### src/rtl/imem_loader_pkg.sv
// Shared types and constants for the instruction memory loader.
// State encoding and stream framing sizes.
package imem_loader_pkg;

  typedef enum logic [2:0] {
    IDLE,
    LEN_LO,
    LEN_HI,
    DATA,
    DONE,
    ERR
  } state_t;

  localparam int HDR_BYTES  = 2;
  localparam int WORD_BYTES = 4;

endpackage

### src/rtl/loader_word_assembler.sv
// Packs incoming stream bytes into 32-bit words, LSB lane first.
// word_complete marks the transfer that supplies the top lane.
module loader_word_assembler
  import imem_loader_pkg::*;
(
  input  logic        clk,
  input  logic        reset,
  input  logic        clear,
  input  logic        byte_en,
  input  logic [7:0]  byte_data,
  output logic [31:0] word,
  output logic        word_complete
);

  logic [1:0]  byte_idx;
  logic [23:0] lanes;

  always_ff @(posedge clk) begin
    if (reset || clear) begin
      byte_idx <= '0;
      lanes    <= '0;
    end else if (byte_en) begin
      case (byte_idx)
        2'd0:    lanes[7:0]   <= byte_data;
        2'd1:    lanes[15:8]  <= byte_data;
        2'd2:    lanes[23:16] <= byte_data;
        default: ;
      endcase
      byte_idx <= byte_idx + 2'd1;
    end
  end

  // The top lane is never stored; the word is complete as it arrives.
  assign word          = {byte_data, lanes};
  assign word_complete = byte_en && (byte_idx == 2'(WORD_BYTES - 1));

endmodule

### src/rtl/imem_loader.sv
// Write side of the instruction memory: streams a length-prefixed
// program into imem while holding the CPU stalled.
module imem_loader
  import imem_loader_pkg::*;
#(
  parameter logic [31:0] BASE_ADDR   = 32'h0000_0000,
  parameter int          DEPTH_WORDS = 64
) (
  input  logic        clk,
  input  logic        reset,
  input  logic        start,
  input  logic        byte_valid,
  input  logic [7:0]  byte_data,
  output logic        byte_ready,
  output logic        wr_en,
  output logic [31:0] wr_addr,
  output logic [31:0] wr_data,
  output logic        cpu_hold,
  output logic        busy,
  output logic        done,
  output logic        error
);

  state_t      state, state_nx;
  logic [15:0] count;
  logic [15:0] word_idx;
  logic        last_pending;
  logic        xfer;
  logic [15:0] full_count;
  logic [31:0] word;
  logic        word_complete;

  assign xfer       = byte_valid && byte_ready;
  assign full_count = {byte_data, count[7:0]};

  loader_word_assembler u_asm (
    .clk           (clk),
    .reset         (reset),
    .clear         (state != DATA),
    .byte_en       (xfer && (state == DATA)),
    .byte_data     (byte_data),
    .word          (word),
    .word_complete (word_complete)
  );

  always_ff @(posedge clk) begin
    if (reset) state <= IDLE;
    else       state <= state_nx;
  end

  always_comb begin
    state_nx = state;
    unique case (state)
      IDLE:   if (start) state_nx = LEN_LO;
      LEN_LO: if (xfer)  state_nx = LEN_HI;
      LEN_HI: begin
        if (xfer) begin
          if (full_count == 16'd0)
            state_nx = DONE;
          else if (full_count > 16'(DEPTH_WORDS))
            state_nx = ERR;
          else
            state_nx = DATA;
        end
      end
      DATA:   if (last_pending) state_nx = DONE;
      DONE:   if (start) state_nx = LEN_LO;
      ERR:    if (start) state_nx = LEN_LO;
      default: state_nx = IDLE;
    endcase
  end

  always_comb begin
    byte_ready = 1'b0;
    busy       = 1'b0;
    cpu_hold   = 1'b0;
    done       = 1'b0;
    error      = 1'b0;
    unique case (state)
      LEN_LO, LEN_HI: begin
        byte_ready = 1'b1;
        busy       = 1'b1;
        cpu_hold   = 1'b1;
      end
      DATA: begin
        byte_ready = !last_pending;
        busy       = 1'b1;
        cpu_hold   = 1'b1;
      end
      DONE: done = 1'b1;
      ERR: begin
        byte_ready = 1'b1;
        cpu_hold   = 1'b1;
        error      = 1'b1;
      end
      default: ;
    endcase
  end

  always_ff @(posedge clk) begin
    if (reset) begin
      count        <= '0;
      word_idx     <= '0;
      last_pending <= 1'b0;
      wr_en        <= 1'b0;
      wr_addr      <= BASE_ADDR;
      wr_data      <= '0;
    end else begin
      wr_en        <= 1'b0;
      last_pending <= 1'b0;
      if (state == LEN_LO && xfer) count[7:0]  <= byte_data;
      if (state == LEN_HI && xfer) count[15:8] <= byte_data;
      if (state == LEN_HI) word_idx <= '0;
      if (state == DATA && word_complete) begin
        wr_en        <= 1'b1;
        wr_data      <= word;
        wr_addr      <= BASE_ADDR + 32'(word_idx) * 32'(WORD_BYTES);
        word_idx     <= word_idx + 16'd1;
        last_pending <= (word_idx == count - 16'd1);
      end
    end
  end

endmodule

### config.mk
export PLATFORM = sky130hd
export DESIGN_NAME = imem_loader
export DESIGN_NICKNAME = d
export VERILOG_FILES = /design/src/rtl/imem_loader_pkg.sv /design/src/rtl/loader_word_assembler.sv /design/src/rtl/imem_loader.sv
export SDC_FILE = /design/constraint.sdc
export NUM_CORES = 1
export LEC_CHECK = 0
export BUFFER_PORTS_ARGS = -buffer_cell sky130_fd_sc_hd__buf_2
export CORE_UTILIZATION = 50
export CTS_CLUSTER_SIZE = 14
export DETAILED_ROUTE_END_ITERATION = 7
export PLACE_DENSITY = 0.72
export SYNTH_ARGS = -nofsm -noshare
export SYNTH_HDL_FRONTEND = slang
export SYNTH_SLANG_ARGS = --single-unit
### constraint.sdc
create_clock -name clk -period 5.1 [get_ports clk]
set_clock_uncertainty 0.05 [all_clocks]
set_input_delay 1.53 -clock clk [delete_from_list [all_inputs] [get_ports clk]]
set_output_delay 1.53 -clock clk [all_outputs]
set_load 0.02 [all_outputs]
# Yosys cells after proc, flatten, opt, wreduce, memory -nomap -nowiden
# Cells that the tools add are included.
word_totals:
  ram_bits: 0
  romBits: 0
  reg_bits: 111
  wordCells: 67
  output_inout_bits: 70
  latchBits: 0
  in_bits: 12
  memories: 0
op_classes:
  reduce_logical: 21
  order_cmp: 1
  eq_ne: 14
  div: 0
  n_mul: 0
  shift: 0
  addsub: 3
  mux: 15
  bitwise_logic: 1
op_table:
  columns: ["op", "n"]
  rows:
  - ["16-bit two-way mux", 2]
  - ["3-bit two-way mux", 6]
  - ["16-bit by 1-bit adder with 16-bit output, second input constant", 1]
  - ["16-bit == test", 1]
  - ["16-bit by 7-bit greater-than comparator with 1-bit output, second input constant", 1]
  - ["16-bit zero test", 1]
  - ["16-bit by 1-bit subtractor with 16-bit output, second input constant", 1]
  - ["3-bit case mux with 4 select lines", 1]
  - ["3-bit OR reduction", 3]
  - ["3-bit by 2-bit == test with 1-bit output, second input constant", 2]
  - ["3-bit == test, second input constant", 2]
  - ["1-bit logical AND", 6]
  - ["2-bit inequality test, second input constant", 3]
  - ["2-bit AND reduction", 3]
  - ["1-bit two-way mux", 5]
  - ["2-bit == test, second input constant", 2]
  - ["4-bit AND reduction", 1]
  - ["4-bit OR reduction", 1]
  - ["3-bit by 1-bit == test with 1-bit output, second input constant", 1]
  - ["3-bit zero test", 1]
  - ["3-bit by 2-bit inequality test with 1-bit output, second input constant", 1]
  - ["2-bit by 1-bit adder with 2-bit output, second input constant", 1]
  - ["2-bit by 1-bit == test with 1-bit output, second input constant", 1]
  - ["2-bit zero test", 1]
  - ["other kinds (7)", 7]

# Logic depth before layout (Yosys ltp)
# Gate-level depths: netlist of the first run.
depth:
  word_depth: 9
  depth_mapped: 8

# Cells and area by module
# Synthesis of the first run repeated with hierarchy kept, for this count alone.
unflattened:
  hier_cells: 672
  hier_area_um2: 5540.3
by_module_without_submodules:
  columns: ["mod", "area_per_inst_um2", "cells_per_inst", "instances"]
  rows:
  - ["imem_loader", 4150.2, 539, 1]
  - ["loader_word_assembler", 1390.1, 133, 1]

# Least setup slack after synthesis of the first run
# Ideal clock, no wire load.
synth_path:
  path_type: "input -> register"
  start: "input port byte_valid"
  end: "register word_idx[15]"
  path_slack_ns: 2.089
  t_arrival_ns: 2.890
  setup_time_ns: 0.070
  stages: 5
  cell_sequence: "nand3b_1 > nor4_1 > nand3_1 > or3_1 > a21oi_1"
synth_between:
  elab_chain_len: 5
  elab_cells_between_ends: 6
  classes_between: "mux: 1; reduce/logical: 5"
synth_lines:
  columns: ["element", "line", "rtl"]
  rows:
  - ["from (decl)", "imem_loader.sv:12", "input logic byte_valid,"]
  - ["1-bit logical AND (*)", "imem_loader.sv:33", "assign xfer = byte_valid && byte_ready;"]
  - ["1-bit logical AND (*)", "imem_loader.sv:40", ".byte_en (xfer && (state == DATA)),"]
  - ["1-bit logical AND (*)", "loader_word_assembler.sv:35", "assign word_complete = byte_en && (byte_idx == 2'(WORD_BYTES - 1));"]
  - ["1-bit logical AND (*)", "imem_loader.sv:114", "if (state == DATA && word_complete) begin"]
  - ["16-bit two-way mux or 2-bit nonzero test (tied branches)", null, null]
  - ["to (signal assigned)", "imem_loader.sv:118", "word_idx <= word_idx + 16'd1;"]
  - ["to (decl)", "imem_loader.sv:26", "logic [15:0] word_idx;"]
# Every way passes the cells marked *; elsewhere a longest branch is shown, timed or not.
# A chain may end at the register's enable or synchronous reset.

# Worst setup path in the final report of the first run
layout_path:
  start: "input port byte_valid"
  end: "register last_pending"
layout_between:
  elab_chain_len: 6
layout_lines:
  columns: ["element", "line", "rtl"]
  rows:
  - ["1-bit logical AND", "imem_loader.sv:33", null]
  - ["1-bit logical AND", "imem_loader.sv:40", null]
  - ["1-bit logical AND", "loader_word_assembler.sv:35", null]
  - ["1-bit logical AND", "imem_loader.sv:114", null]
  - ["1-bit inverter (no source line)", null, null]
  - ["2-bit OR reduction (no source line)", null, null]
  - ["to (signal assigned)", "imem_loader.sv:119", "last_pending <= (word_idx == count - 16'd1);"]
  - ["to (decl)", "imem_loader.sv:27", "logic last_pending;"]
# No other way between the ends.

==> results of run 1 <==
-- worst min path at each step --
| stage | end | slack (ns) | start |
|---|---|---|---|
| 2_1_floorplan | wr_data[0] | 0.38 | u_asm.lanes[0] |
| 4_1_cts | wr_data[13] | 0.41 | u_asm.lanes[13] |
| 5_1_grt | wr_addr[5] | 0.42 | wr_addr[5] |
| 3_5_place_dp | wr_data[31] | 0.39 | wr_data[31] |
| 3_3_place_gp | wr_addr[16] | 0.39 | wr_addr[16] |
| 6_report | wr_data[13] | 0.41 | u_asm.lanes[13] |
-- placed cells by master (no fill, tap or decap), drive strengths merged, types with 5 or more instances in the layout --
cell	count
nand2	178
dfxtp	111
a21oi	105
buf	68
nand3	32
nor2	22
conb	16
xnor2	12
inv	12
nor3	11
xor2	11
clkbuf	10
o21ai	9
nor4	8
ha	6
nand3b	5
-- cells in the mapped netlist (2+ instances only) --
| library cell | n |
|---|---|
| buf_4 | 16 |
| nand3_1 | 32 |
| clkbuf_1 | 35 |
| dfxtp_1 | 111 |
| or2_2 | 2 |
| nor3_1 | 11 |
| o211ai_1 | 2 |
| ha_1 | 6 |
| and3_1 | 4 |
| a21oi_1 | 105 |
| a31oi_1 | 2 |
| nor2b_1 | 2 |
| nor4_1 | 7 |
| xor2_1 | 11 |
| nand3b_1 | 5 |
| or4_1 | 3 |
| nand4_1 | 2 |
| a21o_1 | 2 |
| nand2_1 | 178 |
| nand2b_1 | 4 |
| nor4b_1 | 2 |
| a22oi_1 | 2 |
| or3_1 | 3 |
| xnor2_1 | 12 |
| o21ai_0 | 8 |
| nor3b_1 | 4 |
| a211o_1 | 2 |
| a221oi_1 | 2 |
| nor2_1 | 22 |
| o31a_1 | 2 |
| inv_1 | 9 |
| a211oi_1 | 3 |
-- cell families (layout without fill, tap and decap cells) --
group | after synthesis | count (layout) | synth area share
AND/OR/NAND/NOR | 288 | 288 | 0.262
other | 1 | 16 | 0.000763
multiplexers | 3 | 3 | 0.00662
AO/OA/AOI/OAI | 139 | 139 | 0.161
flip-flops | 111 | 111 | 0.452
adder cells (fa/ha/maj) | 6 | 6 | 0.0153
XOR/XNOR | 23 | 23 | 0.0410
buffers and inverters | 62 | 93 | 0.0611
-- registers in the layout (all words and copies together), names as in the netlist --
register	count
word_idx	16
state	3
wr_data	32
count	16
u_asm.lanes	24
last_pending	1
wr_addr	16
u_asm.byte_idx	2
wr_en	1
-- worst max-delay path: cells and delay by family --
family	cells	cell delay (ns)
and+or+nand+nor	4	1.38
buffers and inverters	1	0.14
AOI/OAI and AO/OA	2	0.61
-- power breakdown --
group | leakage (nW) | switching, mW | internal, mW
clock | 0.121 | 0.313 | 0.300
combinational | 0.984 | 0.211 | 0.122
sequential | 0.895 | 0.0337 | 0.883
total | 2.00 | 0.558 | 1.31
-- layer usage --
layer	global-route usage	routed length, µm	vias up
met1	0.296	5050	2074
met2	0.403	5490	129
met3	0.0393	645	10
met5	0	0	-
li1	-	-	2195
met4	0.0713	155	0
-- metrics by stage --
stage / total power, mW / worst slack, ns / hold WS [ns] / utilization
6_report: 1.86 / 1.64 / 0.406 / 0.583
5_1_grt: 1.94 / 1.45 / 0.422 / 0.583
4_1_cts: 1.87 / 1.64 / 0.408 / 0.583
3_5_place_dp: 1.27 / 1.26 / 0.394 / 0.558
3_3_place_gp: 1.26 / 1.33 / 0.389 / 0.558
2_1_floorplan: 1.20 / 2.09 / 0.382 / -
-- final cells by class --
class / count / area (µm²)
inverter: 9 / 33.8
multi-input combinational: 475 / 2460
tap: 129 / 161
clock inverter: 6 / 100
timing repair buffer: 68 / 348
sequential: 111 / 2220
clock buffer: 10 / 138
fill: 937 / 3910
==> Flow_metrics.wiki, run 1 <==
{| class="wikitable"
! Metric !! Value
|-
| Crit path capture || last_pending
|-
| Crit share post-route || 0.679
|-
| Total power density per cell area || 341 nW/µm²
|-
| Cell depth of the worst hold path || 2
|-
| Leakage component of the power || 2.00 nW
|-
| Share of post-route cells with drive strength above 1 || 0.137
|-
| Synth cell types || 54
|-
| Number of warning messages in the yosys log || 0
|-
| Antenna violations before repair || 0
|-
| I/O Buffers || 65
|-
| # nets final || 692
|-
| Vias || 4408
|-
| Final max-slew violation count || 0
|-
| Ys async rst share || 0
|-
| Number of endpoints failing setup at the final stage || 0
|-
| # rows || 35
|-
| Proportion of netlist area held by the largest area contributor || 0.452
|-
| Number of storage elements in the synthesis netlist || 111
|-
| Buffers inserted during post-CTS setup optimization || 0
|-
| Critical-path maximum fanout || 57
|-
| CTS root buf || clkbuf_8
|-
| Highest clock frequency the design can meet || 0.289 GHz
|-
| Final wirelength || 11300 µm
|-
| Gates resized, CTS repair || 0
|-
| DRC errors left || 0
|-
| Hold/Removal Path Class || reg2reg
|-
| Global-route total usage across every layer || 0.232
|-
| RSZ-0062 raised after global routing || false
|-
| Final count of hold timing violations || 0
|-
| Slowest cell on crit path || or2_2
|-
| Htree depth || 3
|-
| Overflow left after global routing || 0
|-
| Routability congestion estimate || 0.860
|-
| TritonCTS clock tree || yes
|-
| Y dimension of the die || 101 µm
|-
| Count of antenna diodes in the layout || 0
|-
| Library cell with the largest summed area after synthesis || dfxtp_1
|-
| TritonCTS buffer count || 9
|-
| Summed instance area of the synthesized netlist || 4920 µm²
|-
| Crit Reg-Reg Startpoint || state[0]
|-
| Post-layout min period || 3.46 ns
|-
| Number of iterations in the first detailed-routing pass || 5
|-
| Crit path from || byte_valid
|-
| Reported max-cap violation count || 0
|-
| Area of the die || 10200 µm²
|-
| Result of the run || completed
|-
| Starting utilization of the core area || 0.525
|-
| Wire length of the first global-routing pass || 18800 µm
|-
| Avg Cell Area, Syn || 7.77 µm²
|-
| Post-placement cell count || 792
|-
| Post-route setup TNS || 0 ns
|-
| Finished Cell Area || 5470 µm²
|-
| Number of hold-repair buffers added at the cts stage || 0
|-
| Max-Slew Margin vs Limit || 0.280
|-
| Count of non-filler cells in the finished layout || 808
|-
| Synth Instances || 633
|-
| Area after DPL || 5230 µm²
|-
| Arrival time at the worst endpoint || 3.70 ns
|-
| Die width || 101 µm
|-
| Post-synth EDFFs || 0
|-
| Maximum number of buffers from clock root to sink || 2
|-
| CTS clk-pin slew, worst paths || 0.11 ns
|-
| Predominant post-synthesis flop cell || dfxtp_1
|-
| Vias in the first global route || 3935
|-
| Std-Cell Core Area || 9370 µm²
|-
| R2R cell count || 6
|-
| Post-DRT Antenna Nets || 0
|-
| Synthesis-to-layout area growth || 11.2%
|-
| Required time of the critical path || 5.34 ns
|-
| Biggest cell delay along the critical path || 0.76 ns
|-
| Share of synthesized area occupied by flip-flops and latches || 0.452
|-
| Endpoint of the worst-slack reg-to-reg timing path || last_pending
|-
| Top-Level Pins || 82
|-
| Placed wire-length estimate after detailed placement || 7620 µm
|-
| Slew at the pin with the worst max-slew slack || 1.08 ns
|-
| Most area-consuming cells after synthesis || dfxtp_1 (45%), nand2_1 (14%), a21oi_1 (11%)
|-
| Clk_lat worst skew || 0.37 ns
|-
| Register-to-register setup slack || 2.34 ns
|-
| Crit. End Element || flip-flop
|-
| Drt first-iter violations || 221
|-
| Drt wl/cell || 14.0 µm
|-
| Pin count of the biggest net entering global routing || 85
|-
| Launching element type of the critical path || primary input
|-
| Clock Sink Count || 111
|-
| Critical path cell sequence || buf_2 > nand3b_1 > or2_2 > a211o_1 > a2111oi_4 > nand4_1 > nor4_2
|-
| Critical path class || in2reg
|-
| Detailed-route vias per instance || 5.46
|-
| Peak supply drop || 225 µV
|}
No activity file was read; power rests on OpenSTA's default activity.
==> run 2: changes to the inputs <==
Settings changed: PLACE_DENSITY 0.72 to 0.75.
Clock period 5.1 ns to 2.78 ns, I/O delays scaled along.
==> run 2 against run 1 <==
Against the previous run: hold slack gained 0.0013 ns; via count grew 1.7%; flip-flop and latch count is the same; global-route usage grew 0.54 points; critical path type is now reg2out; largest cell class unchanged; largest power group unchanged; highest routed layer unchanged.
==> Flow_metrics.wiki, run 2 (same netlist as run 1, synthesis figures left out) <==
{| class="wikitable"
! Metric !! Value
|-
| Top-Level Pins || 82
|-
| Origin of the worst min-delay path || wr_addr[17]
|-
| Endpoint of the worst-slack reg-to-reg timing path || state[1]
|-
| CTS clk-pin slew, worst paths || 0.11 ns
|-
| Met1 routing resource usage after global routing || 0.292
|-
| Highest clock frequency the design can meet || 0.395 GHz
|-
| Worst path top cell family by delay || flip-flops
|-
| Slew at the pin with the worst max-slew slack || 0.615 ns
|-
| Gates resized, CTS repair || 0
|-
| Leakage component of the power || 2.02 nW
|-
| Most utilized layer in the global route result || met2
|-
| Crit Reg-Reg Startpoint || count[0]
|-
| Crit. End Element || output pin
|-
| Final Hold Slack || 0.407 ns
|-
| Hold EP || wr_addr[17]
|-
| Cell depth of the worst hold path || 2
|-
| Slowest cell on crit path || dfxtp_1
|-
| Number of hold-repair buffers added at the cts stage || 0
|-
| Post-placement worst setup slack || 0.274 ns
|-
| Crit share post-route || 0.912
|-
| Post-DRT Antenna Nets || 0
|-
| Number of flip-flops under the largest register name || 32
|-
| Largest register by flop count || wr_data
|-
| Clock Sink Count || 111
|-
| DRC errors left || 0
|-
| Drt wl/cell || 14.4 µm
|-
| CTS root buf || clkbuf_8
|-
| Std-Cell Core Area || 9370 µm²
|-
| Peak supply drop || 411 µV
|-
| Post-route setup TNS || 0 ns
|-
| Crit path buf inv count || 2
|-
| Final wirelength || 11700 µm
|-
| Number of iterations in the first detailed-routing pass || 5
|-
| Reported max-cap violation count || 0
|-
| Number of endpoints failing setup at the final stage || 0
|-
| Clk_lat worst skew || 0.38 ns
|-
| Launching element type of the critical path || flip-flop
|-
| Buffers inserted during post-CTS setup optimization || 0
|-
| Vias || 4484
|-
| I/O Buffers || 65
|-
| Placed wire-length estimate after detailed placement || 8250 µm
|-
| Critical-path maximum fanout || 11
|-
| Max-Slew Margin vs Limit || 0.589
|-
| Leading cell type in the layout, fill and taps excluded || nand2_1
|-
| # nets final || 701
|-
| Largest registers in the final layout || wr_data x32, u_asm.lanes x24
|-
| Result of the run || completed
|-
| Commonest cells after routing, fill and taps aside || nand2_1 (178), dfxtp_1 (111), a21oi_1 (105), buf_2 (65), nand3_1 (32)
|-
| Detailed-route vias per instance || 5.49
|-
| Maximum number of buffers from clock root to sink || 2
|-
| Total power density per cell area || 595 nW/µm²
|-
| Routability congestion estimate || 0.876
|-
| Biggest cell delay along the critical path || 0.55 ns
|-
| TritonCTS buffer count || 9
|-
| Required time of the critical path || 1.90 ns
|-
| Post-layout min period || 2.53 ns
|-
| Global-route total usage across every layer || 0.238
|-
| Area of the die || 10200 µm²
|-
| Drt first-iter violations || 231
|-
| Fraction of the core area covered by cells at the end of the flow || 0.588
|-
| # rows || 35
|-
| Overflow left after global routing || 0
|-
| Final worst-path setup slack || 0.245 ns
|-
| Share of post-route cells with drive strength above 1 || 0.148
|-
| Register-to-register setup slack || 0.32 ns
|-
| Antenna violations before repair || 0
|-
| RSZ-0062 raised after global routing || false
|-
| Starting utilization of the core area || 0.525
|-
| Final count of hold timing violations || 0
|-
| Die width || 101 µm
|-
| Final max-slew violation count || 0
|-
| Pin count of the biggest net entering global routing || 58
|-
| Critical path class || reg2out
|-
| Y dimension of the die || 101 µm
|-
| TritonCTS clock tree || yes
|-
| Wire length of the first global-routing pass || 19100 µm
|-
| Vias in the first global route || 4008
|-
| Synthesis-to-layout area growth || 12.0%
|-
| Arrival time at the worst endpoint || 1.65 ns
|-
| Fraction of met3 tracks used by global routing || 0.0518
|-
| Filler Cell Count || 868
|-
| Htree depth || 3
|-
| Hold/Removal Path Class || reg2reg
|-
| Count of antenna diodes in the layout || 0
|-
| Met2 demand-to-capacity share in global routing || 0.417
|-
| Critical path cell sequence || inv_1 > o21ai_0 > buf_2
|-
| R2R cell count || 8
|}
-- run 2: worst register-to-register path: cells and delay by family, from the launching register on --
kind            cells  cell delay [ns]
buf+inv             1             0.08
mux                 1             0.12
simple gates        3             1.15
compound gates      2             0.44
fa+ha+maj           1             0.18
flops               1             0.38
-- run 2: final cells by class --
class | instances | area (µm²) | share of cell area
multi-input cells | 475 | 2460 | 0.447
clock buffers | 10 | 138 | 0.0250
flip-flops and latches | 111 | 2220 | 0.403
clock inverters | 6 | 62.6 | 0.0114
well taps | 129 | 161 | 0.0293
repair buffers | 77 | 428 | 0.0777
inverters | 9 | 33.8 | 0.00613
-- run 2: metrics by stage --
step	total power, mW	instances	cell area (µm²)
after CTS	3.30	817	5510
after global routing	3.44	817	5510
after floorplan	2.19	648	4970
after detailed placement	2.35	801	5310
after global placement	2.33	801	5310
final	3.28	817	5510
-- run 2: how the worst max path moves through the flow --
stage / start / end / slack (ns) / depth (start not counted)
global route: state[0] / cpu_hold / 0.12 / 3
CTS: state[0] / cpu_hold / 0.24 / 3
detailed placement: byte_valid / last_pending / 0.27 / 7
floorplan: byte_valid / word_idx[15] / 0.47 / 5
finish: state[0] / cpu_hold / 0.25 / 3
global placement: byte_valid / word_idx[6] / 0.32 / 8
-- run 2: power breakdown --
| group | internal (mW) | switching [mW] |
|---|---|---|
| Sequential | 1.62 | 0.0638 |
| Combinational | 0.239 | 0.399 |
| Clock | 0.374 | 0.584 |
| Total | 2.23 | 1.05 |
-- run 2: routing by layer --
metal	up-vias	share of wire
li1	2220	-
met1	2101	0.43
met2	144	0.49
met3	19	0.061
met4	0	0.018
met5	-	0
==> run 3: changes to the inputs <==
Settings changed: CORE_MARGIN from default to 3.
==> run 3 against run 2 <==
Against the previous run: global-route usage is 2.4 points lower; sequential share of layout area hardly changed; via count is 1.1% lower; first-iteration DRC count is 0.87% higher; critical path depth stayed put; cell area hardly changed.
==> Flow_metrics.wiki, run 3 (same netlist as run 1, synthesis figures left out) <==
{| class="wikitable"
! Metric !! Value
|-
| Top-Level Pins || 82
|-
| Worst path top cell family by delay || flip-flops
|-
| TritonCTS buffer count || 9
|-
| Cell depth of the worst hold path || 2
|-
| Drt wl/cell || 14.2 µm
|-
| Critical-path maximum fanout || 11
|-
| Count of non-filler cells in the finished layout || 818
|-
| Slowest cell on crit path || dfxtp_1
|-
| Global-route total usage across every layer || 0.214
|-
| Register-to-register setup slack || 0.32 ns
|-
| DRC errors left || 0
|-
| Final max-slew violation count || 0
|-
| Placed wire-length estimate after detailed placement || 8380 µm
|-
| Number of endpoints failing setup at the final stage || 0
|-
| Share of post-route cells with drive strength above 1 || 0.149
|-
| Buffers inserted during post-CTS setup optimization || 0
|-
| RSZ-0062 raised after global routing || false
|-
| Number of flip-flops under the largest register name || 32
|-
| Fraction of the core area covered by cells at the end of the flow || 0.586
|-
| Overflow left after global routing || 0
|-
| Drt first-iter violations || 233
|-
| Required time of the critical path || 1.90 ns
|-
| Final wirelength || 11600 µm
|-
| Maximum number of buffers from clock root to sink || 2
|-
| I/O Buffers || 65
|-
| Y dimension of the die || 105 µm
|-
| CTS root buf || clkbuf_8
|-
| Peak supply drop || 352 µV
|-
| # rows || 35
|-
| Post-route setup TNS || 0 ns
|-
| Number of hold-repair buffers added at the cts stage || 0
|-
| R2R cell count || 8
|-
| Largest registers in the final layout || wr_data x32, u_asm.lanes x24
|-
| Antenna violations before repair || 0
|-
| Critical path cell sequence || inv_1 > nor3b_1 > buf_2
|-
| Post-DRT Antenna Nets || 0
|-
| CTS clk-pin slew, worst paths || 0.12 ns
|-
| Reported max-cap violation count || 0
|-
| Hold/Removal Path Class || reg2reg
|-
| Crit. End Element || output pin
|-
| Result of the run || completed
|-
| Arrival time at the worst endpoint || 1.64 ns
|-
| Crit share post-route || 0.909
|-
| Clk_lat worst skew || 0.37 ns
|-
| Highest clock frequency the design can meet || 0.396 GHz
|-
| Crit path buf inv count || 2
|-
| Critical path class || reg2out
|-
| Std-Cell Core Area || 9420 µm²
|-
| Wire length of the first global-routing pass || 19600 µm
|-
| Final count of hold timing violations || 0
|-
| Synthesis-to-layout area growth || 12.1%
|-
| Number of iterations in the first detailed-routing pass || 5
|-
| TritonCTS clock tree || yes
|-
| Vias in the first global route || 4110
|-
| Htree depth || 3
|-
| Commonest cells after routing, fill and taps aside || nand2_1 (178), dfxtp_1 (111), a21oi_1 (105), buf_2 (65), nand3_1 (32)
|-
| Biggest cell delay along the critical path || 0.55 ns
|-
| Slew at the pin with the worst max-slew slack || 0.583 ns
|-
| Max-Slew Margin vs Limit || 0.612
|-
| Hold EP || wr_data[17]
|-
| Endpoint of the worst-slack reg-to-reg timing path || state[1]
|-
| Post-layout min period || 2.53 ns
|-
| Origin of the worst min-delay path || u_asm.lanes[17]
|-
| Pin count of the biggest net entering global routing || 60
|-
| Crit Reg-Reg Startpoint || count[0]
|-
| Die width || 105 µm
|-
| Total power density per cell area || 594 nW/µm²
|-
| Area of the die || 11100 µm²
|-
| # nets final || 702
|-
| Leading cell type in the layout, fill and taps excluded || nand2_1
|-
| Leakage component of the power || 2.03 nW
|-
| Starting utilization of the core area || 0.522
|-
| Clock Sink Count || 111
|-
| Count of antenna diodes in the layout || 0
|-
| Detailed-route vias per instance || 5.42
|-
| Launching element type of the critical path || flip-flop
|-
| Post-placement cell count || 802
|-
| Vias || 4436
|-
| Gates resized, CTS repair || 0
|-
| Routability congestion estimate || 0.893
|-
| Largest register by flop count || wr_data
|}
run 3: cell count changes in the layout (fill, tap and decap cells not counted):
cell        before  now
clkinv_4         0    1
buf_4           11   12
clkbuf_8        10    9
inv_6            1    2
clkinvlp_4       2    1
run 3: worst min-delay path: stages, from the launching register on:
cell and delay (ns):
dfxtp_1 0.33, nand2_1 0.05, a21oi_1 0.05
run 3: worst max path at each step:
stage,cells after the start,end,start
floorplan,5,word_idx[15],byte_valid
global placement,7,word_idx[15],byte_valid
detailed placement,7,word_idx[15],byte_valid
CTS,3,cpu_hold,state[0]
global route,8,last_pending,count[0]
finish,3,error,state[0]
run 3: report_power, final:
group	switching (mW)	internal, mW	leakage, nW	total [mW]
sequential	0.0514	1.62	0.895	1.67
combinational	0.410	0.244	1.03	0.654
clock	0.597	0.354	0.0970	0.951
total	1.06	2.22	2.03	3.28
run 3: final cells by class:
class / count / area (µm²)
clock buffer: 9 / 124
clock inverter: 7 / 72.6
fill: 896 / 3900
inverter: 9 / 33.8
multi-input combinational: 475 / 2460
sequential: 111 / 2220
tap: 129 / 161
timing repair buffer: 78 / 435
run 3: metal layers:
layer,wire length [µm],vias up,track usage
met3,737,24,0.0389
met1,4960,2068,0.272
met2,5680,127,0.365
li1,-,2217,-
met4,259,0,0.0694
met5,0,-,0
run 3: per-stage QoR:
stage | area (µm²) | hold WS (ns) | total power, mW | setup slack [ns]
CTS | 5510 | 0.404 | 3.29 | 0.274
finish | 5510 | 0.407 | 3.28 | 0.252
detailed placement | 5320 | 0.393 | 2.35 | 0.236
global route | 5510 | 0.422 | 3.44 | 0.169
floorplan | 4970 | 0.382 | 2.19 | 0.465
global placement | 5320 | 0.389 | 2.33 | 0.219
